File: config.mk
export PLATFORM = sky130hd
export DESIGN_NAME = pulse_cmd_decoder
export DESIGN_NICKNAME = d
export VERILOG_FILES = /design/src/rtl/pulse_cmd_decoder.sv
export SDC_FILE = /design/constraint.sdc
export NUM_CORES = 1
export LEC_CHECK = 0
export ABC_AREA = 1
export BUFFER_PORTS_ARGS = -buffer_cell sky130_fd_sc_hd__clkbuf_2
export CAP_MARGIN = 20
export CORE_MARGIN = 2
export CORE_UTILIZATION = 45
export DETAILED_ROUTE_END_ITERATION = 12
export HOLD_SLACK_MARGIN = 0.12
export PLACE_DENSITY = 0.67
export REMOVE_ABC_BUFFERS = 1
export SYNTH_ARGS = -nofsm -noshare
export SYNTH_HDL_FRONTEND = slang
export SYNTH_SLANG_ARGS = --single-unit
File: constraint.sdc
create_clock -name clk -period 3.4 [get_ports clk]
set_input_delay 0.68 -clock clk [delete_from_list [all_inputs] [get_ports clk]]
set_output_delay 0.68 -clock clk [all_outputs]
set_load 0.02 [all_outputs]
File: src/rtl/pulse_cmd_decoder.sv
// Byte-stream command decoder: turns framed UART write commands into pulse
// generator parameters, acks each update and drops frames that stall mid-way.
module pulse_cmd_decoder #(
    parameter int unsigned TIMEOUT    = 120000,
    parameter logic [31:0] DEF_PERIOD = 32'h00040000,
    parameter logic [15:0] DEF_P1W    = 16'd30,
    parameter logic [15:0] DEF_P2W    = 16'd60,
    parameter logic [15:0] DEF_DEL    = 16'd200,
    parameter logic [7:0]  DEF_CPMG   = 8'd4
) (
    input  logic        clk,
    input  logic        resetn,
    input  logic [7:0]  rx_data,
    input  logic        rx_valid,
    output logic [7:0]  tx_data,
    output logic        tx_valid,
    input  logic        tx_ready,
    output logic [31:0] period,
    output logic [15:0] p1width,
    output logic [15:0] delay,
    output logic [15:0] p2width,
    output logic [15:0] nut_del,
    output logic [7:0]  nut_wid,
    output logic [7:0]  pulse_block,
    output logic [15:0] pulse_block_off,
    output logic [7:0]  cpmg,
    output logic        block,
    output logic        rx_done,
    output logic        cmd_err
);

    typedef enum logic [1:0] {IDLE, DATA, APPLY} state_e;

    // Timer counts idle DATA cycles 0..TIMEOUT-1.
    localparam int TW = (TIMEOUT > 1) ? $clog2(TIMEOUT) : 1;

    state_e        state_q, state_d;
    logic [7:0]    opcode_q, opcode_d;
    logic [2:0]    count_q, count_d;
    logic [1:0]    idx_q, idx_d;
    logic [31:0]   shift_q, shift_d;
    logic [TW-1:0] timer_q, timer_d;

    logic [31:0] period_q, period_d;
    logic [15:0] p1width_q, p1width_d;
    logic [15:0] delay_q, delay_d;
    logic [15:0] p2width_q, p2width_d;
    logic [15:0] nut_del_q, nut_del_d;
    logic [7:0]  nut_wid_q, nut_wid_d;
    logic [7:0]  pulse_block_q, pulse_block_d;
    logic [15:0] pulse_block_off_q, pulse_block_off_d;
    logic [7:0]  cpmg_q, cpmg_d;
    logic        block_q, block_d;
    logic        rx_done_q, rx_done_d;
    logic        cmd_err_q, cmd_err_d;
    logic [7:0]  tx_data_q, tx_data_d;
    logic        tx_valid_q, tx_valid_d;

    // Payload length per opcode; zero marks an unknown opcode.
    function automatic logic [2:0] op_len(input logic [7:0] op);
        case (op)
            8'h01:                             op_len = 3'd4;
            8'h02, 8'h03, 8'h04, 8'h05, 8'h08: op_len = 3'd2;
            8'h06, 8'h07, 8'h09, 8'h0A:        op_len = 3'd1;
            default:                           op_len = 3'd0;
        endcase
    endfunction

    always_comb begin
        // NOTE: every _d gets a default first so no path leaves it unassigned,
        // which would otherwise infer a latch.
        state_d           = state_q;
        opcode_d          = opcode_q;
        count_d           = count_q;
        idx_d             = idx_q;
        shift_d           = shift_q;
        timer_d           = timer_q;
        period_d          = period_q;
        p1width_d         = p1width_q;
        delay_d           = delay_q;
        p2width_d         = p2width_q;
        nut_del_d         = nut_del_q;
        nut_wid_d         = nut_wid_q;
        pulse_block_d     = pulse_block_q;
        pulse_block_off_d = pulse_block_off_q;
        cpmg_d            = cpmg_q;
        block_d           = block_q;
        rx_done_d         = 1'b0;
        cmd_err_d         = 1'b0;
        tx_data_d         = tx_data_q;
        tx_valid_d        = tx_valid_q;

        if (tx_valid_q && tx_ready) tx_valid_d = 1'b0;

        case (state_q)
            IDLE: begin
                timer_d = '0;
                if (rx_valid) begin
                    if (op_len(rx_data) != 3'd0) begin
                        opcode_d = rx_data;
                        count_d  = op_len(rx_data);
                        idx_d    = '0;
                        shift_d  = '0;
                        state_d  = DATA;
                    end else begin
                        cmd_err_d = 1'b1;
                    end
                end
            end
            DATA: begin
                if (rx_valid) begin
                    timer_d               = '0;
                    shift_d[8*idx_q +: 8] = rx_data;
                    idx_d                 = idx_q + 2'd1;
                    count_d               = count_q - 3'd1;
                    if (count_q == 3'd1) state_d = APPLY;
                end else if (TIMEOUT != 0 && timer_q == TW'(TIMEOUT - 1)) begin
                    timer_d   = '0;
                    count_d   = '0;
                    cmd_err_d = 1'b1;
                    state_d   = IDLE;
                end else begin
                    timer_d = timer_q + TW'(1);
                end
            end
            APPLY: begin
                case (opcode_q)
                    8'h01:   period_d          = shift_q;
                    8'h02:   p1width_d         = shift_q[15:0];
                    8'h03:   delay_d           = shift_q[15:0];
                    8'h04:   p2width_d         = shift_q[15:0];
                    8'h05:   nut_del_d         = shift_q[15:0];
                    8'h06:   nut_wid_d         = shift_q[7:0];
                    8'h07:   pulse_block_d     = shift_q[7:0];
                    8'h08:   pulse_block_off_d = shift_q[15:0];
                    8'h09:   cpmg_d            = shift_q[7:0];
                    8'h0A:   block_d           = shift_q[0];
                    default: ;
                endcase
                // A fresh ack overrides both a pending one and a same-cycle accept.
                rx_done_d  = 1'b1;
                tx_data_d  = opcode_q;
                tx_valid_d = 1'b1;
                state_d    = IDLE;
            end
            default: state_d = IDLE;
        endcase
    end

    // NOTE: sequential state uses non-blocking assignments so every flop
    // samples pre-edge values regardless of statement order.
    always_ff @(posedge clk) begin
        if (!resetn) begin
            state_q           <= IDLE;
            opcode_q          <= '0;
            count_q           <= '0;
            idx_q             <= '0;
            shift_q           <= '0;
            timer_q           <= '0;
            period_q          <= DEF_PERIOD;
            p1width_q         <= DEF_P1W;
            delay_q           <= DEF_DEL;
            p2width_q         <= DEF_P2W;
            nut_del_q         <= 16'd100;
            nut_wid_q         <= 8'd100;
            pulse_block_q     <= 8'd50;
            pulse_block_off_q <= 16'd100;
            cpmg_q            <= DEF_CPMG;
            block_q           <= 1'b1;
            rx_done_q         <= 1'b0;
            cmd_err_q         <= 1'b0;
            tx_data_q         <= '0;
            tx_valid_q        <= 1'b0;
        end else begin
            state_q           <= state_d;
            opcode_q          <= opcode_d;
            count_q           <= count_d;
            idx_q             <= idx_d;
            shift_q           <= shift_d;
            timer_q           <= timer_d;
            period_q          <= period_d;
            p1width_q         <= p1width_d;
            delay_q           <= delay_d;
            p2width_q         <= p2width_d;
            nut_del_q         <= nut_del_d;
            nut_wid_q         <= nut_wid_d;
            pulse_block_q     <= pulse_block_d;
            pulse_block_off_q <= pulse_block_off_d;
            cpmg_q            <= cpmg_d;
            block_q           <= block_d;
            rx_done_q         <= rx_done_d;
            cmd_err_q         <= cmd_err_d;
            tx_data_q         <= tx_data_d;
            tx_valid_q        <= tx_valid_d;
        end
    end

    assign period          = period_q;
    assign p1width         = p1width_q;
    assign delay           = delay_q;
    assign p2width         = p2width_q;
    assign nut_del         = nut_del_q;
    assign nut_wid         = nut_wid_q;
    assign pulse_block     = pulse_block_q;
    assign pulse_block_off = pulse_block_off_q;
    assign cpmg            = cpmg_q;
    assign block           = block_q;
    assign rx_done         = rx_done_q;
    assign cmd_err         = cmd_err_q;
    assign tx_data         = tx_data_q;
    assign tx_valid        = tx_valid_q;

endmodule

Word-level counts from Yosys, hierarchy flattened
Memory sizes are Yosys's and may differ from the RTL's.
Cells that the tools add are included.
W data, S select, Z words.
{"block": "classes", "n_addsub": 4, "n_reduce_logical": 20, "shifts": 2, "n_eq_ne": 19, "muxes": 35}
{"cell": "$mux W32", "n": 3}
{"cell": "$pmux W32 S2", "n": 1}
{"cell": "$mux W17", "n": 2}
{"cell": "$neg A5 Y34", "n": 1}
{"cell": "$pmux W17 S2", "n": 1}
{"cell": "$shift A8 B34 Y32 const A", "n": 1}
{"cell": "$shiftx A8 B34 Y32", "n": 1}
{"cell": "$bwmux W32", "n": 1}
{"cell": "$eq A8 B3 Y1 const B", "n": 4}
{"cell": "$eq A8 B4 Y1 const B", "n": 3}
{"cell": "$mux W3", "n": 8}
{"cell": "$reduce_and A2 Y1", "n": 10}
{"cell": "$add A17 B1 Y17 const B", "n": 1}
{"cell": "$eq A17 B17 Y1 const B", "n": 1}
{"cell": "$eq A8 B2 Y1 const B", "n": 2}
{"cell": "$mux W2", "n": 8}
{"cell": "$reduce_and A4 Y1", "n": 3}
{"cell": "$eq A8 B1 Y1 const B", "n": 1}
{"cell": "$pmux W2 S2", "n": 2}
{"cell": "$mux W1", "n": 7}
{"cell": "$ne A2 B2 Y1 const B", "n": 3}
{"cell": "$ne A3 B3 Y1 const B", "n": 2}
{"cell": "$pmux W3 S2", "n": 1}
{"cell": "$logic_not A4 Y1", "n": 1}
{"cell": "other kinds (11)", "n": 12}
{"block": "totals", "regBits": 212, "romBits": 96, "output_inout_bits": 148, "memories": 2}
{"name": "(name not given)", "words": 16, "word_bits": 3, "read_ports": 1, "rd_ports_with_merged_regs": 0, "wr": 0, "line_no": "61", "source": "case (op)"}
{"name": "(name not given)", "words": 16, "word_bits": 3, "read_ports": 1, "rd_ports_with_merged_regs": 0, "wr": 0, "line_no": "61"}

Longest topological paths before layout
Gate-level depths: netlist of run 1.
{"block": "depth", "ltp_word": 8, "depth_mapped": 12, "depth_no_buf": 11}

Worst setup path before layout of run 1
Ideal clock, no wire load.
{"block": "synth_path", "path_type": "register -> register", "from": "register idx_q[0]", "to": "register shift_q[16]", "setup_time_ns": 0.064, "t_arrival_ns": 1.860, "n_path_buf": 3, "setup_slack_ns": 1.476, "stages_incl_launch_ff": 13, "cell_sequence": "dfxtp_1 > clkbuf_1 > inv_1 > ha_1 > clkbuf_1 > inv_1 > nand2_1 > buf_2 > nor2_2 > nand2_1 > nand4_1 > nand2_1 > nor2_1"}
{"block": "synth_via", "elab_chain_len": 5}
{"element": "start, declared", "line_no": "40", "source": "logic [1:0] idx_q, idx_d;"}
{"element": "start signal, assigned", "line_no": "178", "source": "idx_q <= idx_d;"}
{"element": "$neg A5 Y34 (*)", "line_no": "113", "source": "shift_d[8*idx_q +: 8] = rx_data;"}
{"element": "$shiftx A8 B34 Y32 or $shift A8 B34 Y32 (tied branches)", "line_no": "113"}
{"element": "$bwmux W32 (*)", "line_no": "113"}
{"element": "$mux W32 (*)", "line_no": "111", "source": "if (rx_valid) begin"}
{"element": "$pmux W32 S2 (*)", "line_no": "95", "source": "case (state_q)"}
{"element": "end signal, assigned", "line_no": "179", "source": "shift_q <= shift_d;"}
{"element": "end, declared", "line_no": "41", "source": "logic [31:0] shift_q, shift_d;"}
Every way passes the cells marked *; elsewhere a longest branch is shown, timed or not. The select of a mux whose other input is x is not followed.
A chain may end at the register's enable or synchronous reset.

Worst setup path in the final report of run 1
{"block": "layout_path", "from": "register state_q[1]", "to": "register p1width_q[6] (netlist: p1width[6])"}
{"block": "layout_via", "elab_chain_len": 2}
{"element": "start, declared", "line_no": "37", "source": "state_e state_q, state_d;"}
{"element": "start signal, assigned", "line_no": "175", "source": "state_q <= state_d;"}
{"element": "$eq A2 B2 Y1", "line_no": "95"}
{"element": "$reduce_and A2 Y1 (no source line)"}
{"element": "end signal, assigned", "line_no": "182", "source": "p1width_q <= p1width_d;"}
{"element": "end, declared", "line_no": "45", "source": "logic [15:0] p1width_q, p1width_d;"}
Every way passes these cells.

==> results.md, run 1 <==
* Crit. End Element: register
* RSZ-0062 raised after global routing: false
* Switch Pwr at 1.08 mW
* Final Max Slew Viols at 0
* Largest net degree at the start of global routing at 101
* # IOs at 160
* First-pass GRT wire length at 34.8 mm
* Top-area cell type share of the netlist area at 49.9%
* Status: completed
* Gate power share at 3.4%
* GRT Total Usage at 21.0%
* Antenna Nets Post-Route at 0
* # setup viols final at 0
* Min setup slack post-route at 932 ps
* Peak supply drop at 271 uV
* N_diodes at 0
* Placed insts at 1448
* Power per cell area at 490 mW/mm^2
* Crit start category: register
* Post-synthesis sequential area ratio at 49.9%
* Worst-Margin Slew at 728 ps
* Min-delay src: tx_ready
* DRT Wirelength at 21.5 mm
* RR Startpoint: state_q[1]
* Total grt overflow at 0
* Synth Instances at 1106
* Total leakage power at 4.41 nW
* P_int at 3.87 mW
* Sink Count at 212
* Crit path launch: state_q[1]
* Ranking of synthesized cells by area: dfxtp_1 (50%), a21oi_1 (7.7%), inv_1 (7.5%), nand2_1 (7.0%), o21ai_0 (6.9%)
* Power share of the clock group at 45.9%
* H-tree Lvls at 1
* Synth top cells by count: dfxtp_1 (212), inv_1 (170), nand2_1 (159)
* Synthesized flop and latch total at 212
* Number of buffers added on ports at 159
* Crit Path Max Fanout at 24
* Final hold violation count at 0
* Die Y at 141 um
* Core Area at 0.0186 mm^2
* Yosys top cell by area: dfxtp_1
* Post-DP HPWL at 14.4 mm
* Die span in x at 141 um
* Placer Congestion at 0.861
* Tmin final at 2470 ps
* Required time of the critical path at 3810 ps
* CP Class: reg -> reg
* DRC viols at 0
* Die area at 0.0200 mm^2
* Pre-CTS WS at 617 ps
* Number of hold buffers added after cts at 0
* CTS Buffer Depth at 3
* Final Non-Filler Cells at 1488
* Worst Skew at 10.6 ps
* Count leader, synth: dfxtp_1
* MaxCap Viol Count at 0
* Starting Density at 45.6%
* Seq pwr share at 50.6%
* Vias in the first global route at 6932
* Net Sw Frac at 21.9%
* Drt pass-1 iters at 5
* Clock transition at path regs at 60 ps
* Number of nets in the layout at 1260
* Syn_area_per_cell at 7.68 um^2
* Vias per cell at 5.06
* Post-Route Setup TNS at 0 ps
* Synthesized area at 0.00850 mm^2
* Vias at 7522
* Synth warn at 0
* Max-slew headroom at 51.4%
* Post-synth EDFFs at 0
* Synth-to-Final Area Change at 18.8%
* Main flop type after synthesis: dfxtp_1
* Fin crit share at 72.6%
* Cts repair resizes at 0
* Initial DRC Count at 455
* Worst Path Arrival at 2880 ps
* Fmax at 405 MHz
* Skew-Pair Late Insertion Delay at 490 ps
* Initial antenna violation count at 0
* Min Hold Slack at 386 ps
* Worst hold path type: in -> reg
* CTS tree: yes
* Post-CTS setup buffer count at 0
* Wire length per cell at 14.5 um
* Root buf cell: clkbuf_16
* Row count at 50
* Synth async-reset ratio at 0%
* Library cells used by synthesis at 34
* Inserted Clock Buffers at 22
* Fraction of layout cells with a size suffix above 1 at 17.5%
[power groups by stage]
stage	registers [mW]	clock network, mW	logic, mW
after detailed placement	2.56	0	0.169
final	2.51	2.28	0.171
after global routing	2.51	2.45	0.193
after global placement	2.56	0	0.167
after CTS	2.51	2.33	0.170
after floorplan	2.56	0	0.0875
[path summary, 6_finish.rpt]
kind         slack (ps)          to  cells past startpoint
max                 930  p1width[6]                      8
min                 390    tx_valid                      2
max reg2reg         930  p1width[6]                      8
min reg2reg         440   delay[10]                      2
[critical path, cell delays in order (launching register included)]
cell	delay [ps]
dfxtp_1	620
inv_4	190
nor2_8	260
nand3_1	140
inv_1	100
nand2_2	150
inv_1	580
o21ai_0	170
a21oi_1	170
[logic make-up (layout without fill, tap and decap cells)]
kind of cell             after synthesis  count (layout)  synth area share, %
AO/OA/AOI/OAI                        286             286                 17.9
buffers and inverters                235             383                 10.9
adder cells (fa/ha/maj)               10              10                 1.47
AND/OR/NAND/NOR                      355             355                 19.0
XOR/XNOR                               8               8                0.824
flip-flops                           212             212                 49.9
[sequential cells by signal, indices dropped and copies added (netlist names), 2 cells and up]
signal and count:
idx_q 2, delay 16, p1width 16, nut_wid 8, state_q 2, pulse_block_off 16
pulse_block 8, tx_data 8, timer_q 17, cpmg 8, period 32, count_q 3
p2width 16, opcode_q 8, shift_q 32, nut_del 16
[metal layers]
metal,vias to the layer above,wire length [um],global-route usage [%]
li1,3907,-,-
met1,3380,10300,29.3
met2,205,9620,33.8
met3,30,1250,3.34
met4,0,412,6.21
met5,-,0,0
[placed cells by master, fill, tap and decap left out, drive strengths merged]
cell type,instances
clkbuf,191
a21oi,131
o22ai,3
ha,10
clkinv,7
inv,173
buf,12
a211oi,7
nor4,3
dfxtp,212
xor2,6
nand3,32
nor2,84
nand3b,1
nor3,12
o21ai,119
xnor2,2
o211ai,26
nand4,58
or2,2
nor3b,2
nand2,161
[metrics by stage]
stage	instance area, um^2	power, mW	util (%)
after detailed placement	9410	2.73	50.5
final	10100	4.95	54.2
after CTS	10100	5.01	54.2
after global placement	9410	2.73	50.5
after floorplan	8230	2.65	-
after global routing	10100	5.15	54.2
[area by class of cell]
class	instances	area, um^2
flip-flops and latches	212	4240
clock buffers	33	653
inverters	173	652
well taps	234	293
fillers	1824	8540
repair buffers	170	893
clock inverters	7	35.0
multi-input cells	659	3330
Note: power is estimated with default switching activity, not from simulation.
==> run 2, diff against run 1 <==
Settings changed: ABC_AREA 1 to 0, PLACE_DENSITY 0.67 to 0.7.
Clock period 3.4 ns to 2.02 ns, I/O delays scaled along.
==> run 2 against run 1 <==
  * Sequential power grew 67%
  * Critical path depth shrank 2
  * Non-clock buffer count grew 41
  * Synthesized area shrank 1.6%
  * Power grew 74%
  * Largest cell class unchanged
  * Final cell count shrank 7.3%
==> results.md, run 2 <==
* Status: completed
* Placer Congestion at 0.826 (-4.1%)
* Commonest non-fill, non-tap cells in the layout: nand2_1 (267), dfxtp_1 (212), clkbuf_2 (158)
* Clock transition at path regs at 60 ps (about the same)
* Synth-to-Final Area Change at 25.1%
* Die Y at 140 um (-0.79%)
* Die area at 0.0197 mm^2 (-1.6%)
* DRC viols at 0 (unchanged)
* Worst Path Arrival at 2280 ps (-600 ps)
* # setup viols final at 0 (unchanged)
* Final hold violation count at 0 (unchanged)
* Yosys top cell by area: dfxtp_1
* Synthesized flop and latch total at 212 (unchanged)
* CP Class: reg -> reg
* Post-synthesis sequential area ratio at 50.8% (+0.82 points)
* Post-synth EDFFs at 0 (unchanged)
* Synth async-reset ratio at 0% (unchanged)
* Drt pass-1 iters at 5 (unchanged)
* Top-area cell type share of the netlist area at 50.8% (+0.82 points)
* GRT Total Usage at 21.5% (+0.51 points)
* Power per cell area at 825 mW/mm^2 (+68%)
* Wire length per cell at 15.9 um (+9.7%)
* Syn_area_per_cell at 8.70 um^2 (+13%)
* R2r setup slk at 130 ps (-800 ps)
* Area of the multi-input gates at 0.00383 mm^2 (+15%)
* N_diodes at 0 (unchanged)
* Reg2Reg Depth at 6 (-2)
* Total chip power at 8.63 mW (+74%)
* Main flop type after synthesis: dfxtp_1
* Worst-Margin Slew at 631 ps (-96.8 ps)
* Vias at 7269 (-3.4%)
* First-pass GRT wire length at 34.9 mm (+0.18%)
* Required time of the critical path at 2400 ps (-1410 ps)
* Commonest non-fill, non-tap cell in the layout: nand2_1
* Number of nets in the layout at 1156 (-8.3%)
* Skew-Pair Late Insertion Delay at 520 ps (+30 ps)
* Sink Count at 212 (unchanged)
* Max-slew headroom at 57.7% (+6.3 points)
* CTS tree: yes
* Reg area at 0.00424 mm^2 (unchanged)
* Count leader, synth: nand2_1
* RR Startpoint: opcode_q[7]
* Library cells used by synthesis at 60 (+76%)
* Antenna Nets Post-Route at 0 (unchanged)
* Post-CTS setup buffer count at 0 (unchanged)
* Crit. End Element: register
* Root buf cell: clkbuf_16
* Peak supply drop at 680 uV (+150%)
* Post-DP HPWL at 14.9 mm (+3.2%)
* Post-Route Setup TNS at 0 ps (unchanged)
* Ranking of synthesized cells by area: dfxtp_1 (51%), nand2_1 (12%), mux2i_1 (8.4%), a21oi_1 (6.0%), nand3_1 (2.9%)
* Fmax at 528 MHz (+30%)
* Die span in x at 140 um (-0.79%)
* Tmin final at 1890 ps (-575 ps)
* Synth warn at 0 (unchanged)
* Inserted Clock Buffers at 23 (+4.5%)
* Initial antenna violation count at 0 (unchanged)
* Total grt overflow at 0 (unchanged)
* Fraction of layout cells with a size suffix above 1 at 23.7% (+6.3 points)
* Min-delay src: tx_ready
* Fillers at 1583 (-13%)
* # IOs at 160 (unchanged)
* Synthesized area at 0.00836 mm^2 (-1.6%)
* Crit start category: register
* DRT Wirelength at 21.9 mm (+1.7%)
* Synth top cells by count: nand2_1 (268), dfxtp_1 (212), a21oi_1 (101)
* Row count at 49 (-2.0%)
* Worst hold path type: in -> reg
* RR Endpoint: period[18]
* Vias in the first global route at 6532 (-5.8%)
* Core Area at 0.0181 mm^2 (-3.0%)
* MaxCap Viol Count at 0 (unchanged)
* H-tree Lvls at 1 (unchanged)
* Vias per cell at 5.27 (+4.3%)
* Crit Path Max Fanout at 32 (+33%)
* Hold Path Depth at 3 (+1)
* Worst Skew at 14.0 ps (+3.41 ps)
* Total leakage power at 4.14 nW (-6.1%)
* CTS Buffer Depth at 3 (unchanged)
* Synth Instances at 961 (-13%)
* Largest net degree at the start of global routing at 87 (-14%)
* Number of buffers added on ports at 159 (unchanged)
* Hold Path End: tx_valid
* Fin crit share at 93.7% (+21 points)
* Starting Density at 46.2% (+0.64 points)
* RSZ-0062 raised after global routing: false
* Initial DRC Count at 444 (-2.4%)
* Final Max Slew Viols at 0 (unchanged)
## run 2: cell count changes in the layout (fill, tap and decap cells not counted), moves of 8 or more
cell      delta
nand4_1     -55
o21ai_0    -111
nand3_1     +16
buf_4       +33
mux2i_1     +70
a21oi_1     -30
nor2_1      -32
a22o_1       +8
and3_1      +10
nand2_1    +108
o211ai_1    -25
inv_1      -158
## run 2: worst max path at each step
stage           startpoint  cells after the start           to
2_1_floorplan       resetn                      3   shift_q[0]
3_3_place_gp    rx_data[1]                      9   shift_q[6]
3_5_place_dp    rx_data[1]                     10  shift_q[16]
4_1_cts         state_q[0]                      6  p2width[14]
5_1_grt         timer_q[0]                      7  timer_q[16]
6_report       opcode_q[7]                      6   period[18]
## run 2: worst max-delay path: stages (launching register included)
cell and delay [ps]:
dfxtp_1 340, nor4_4 390, nand3_2 220, or3_1 340, buf_4 250, nand2_1 110
nand3_1 80
## run 2: cell type report
type / count / share of cell area (%)
tap: 229 / 2.74
multi-input combinational: 672 / 36.6
timing repair buffer: 211 / 12.3
clock buffer: 35 / 6.32
clock inverter: 6 / 0.945
inverter: 14 / 0.526
sequential: 212 / 40.6
## run 2: stage by stage
stage                     utilization (%)  std cells  worst slack [ps]  hold WS, ps  instance area, um^2
after global routing                 57.8       1379              16.9          188                10500
final                                57.8       1379               127          168                10500
after detailed placement             53.5       1338              -159          446                 9680
after CTS                            57.7       1379              1.59          152                10400
after global placement               53.5       1338              -107          439                 9680
after floorplan                         -        898             -1060          432                 8090
## run 2: kinds of logic (layout without fill, tap and decap cells)
| group | count (synthesis) | after routing | synth area share, % |
|---|---|---|---|
| AO/OA/AOI/OAI | 148 | 148 | 10.4 |
| XOR/XNOR | 3 | 3 | 0.314 |
| adder cells (fa/ha/maj) | 10 | 10 | 1.50 |
| buffers and inverters | 77 | 266 | 3.89 |
| flip-flops | 212 | 212 | 50.8 |
| multiplexers | 71 | 71 | 8.51 |
| AND/OR/NAND/NOR | 440 | 440 | 24.6 |
## run 2: report_power, final
part / total [mW] / internal [mW] / switching, mW
clock network: 4.20 / 2.52 / 1.68
logic: 0.233 / 0.0769 / 0.156
registers: 4.19 / 4.19 / 0.00836
total: 8.63 / 6.79 / 1.84
## run 2: what timing repair did
item	CTS	global route
hold buffers	0	0
resized for setup	0	5
endpoints found under the setup margin	0	40
## run 2: per-layer routing
metal / track usage [%] / vias to the layer above / part of all wire, %
li1: - / 3609 / -
met5: 0 / - / 0
met4: 4.20 / 0 / 1.3
met2: 35.4 / 193 / 47
met1: 30.4 / 3450 / 47
met3: 3.18 / 17 / 5.2
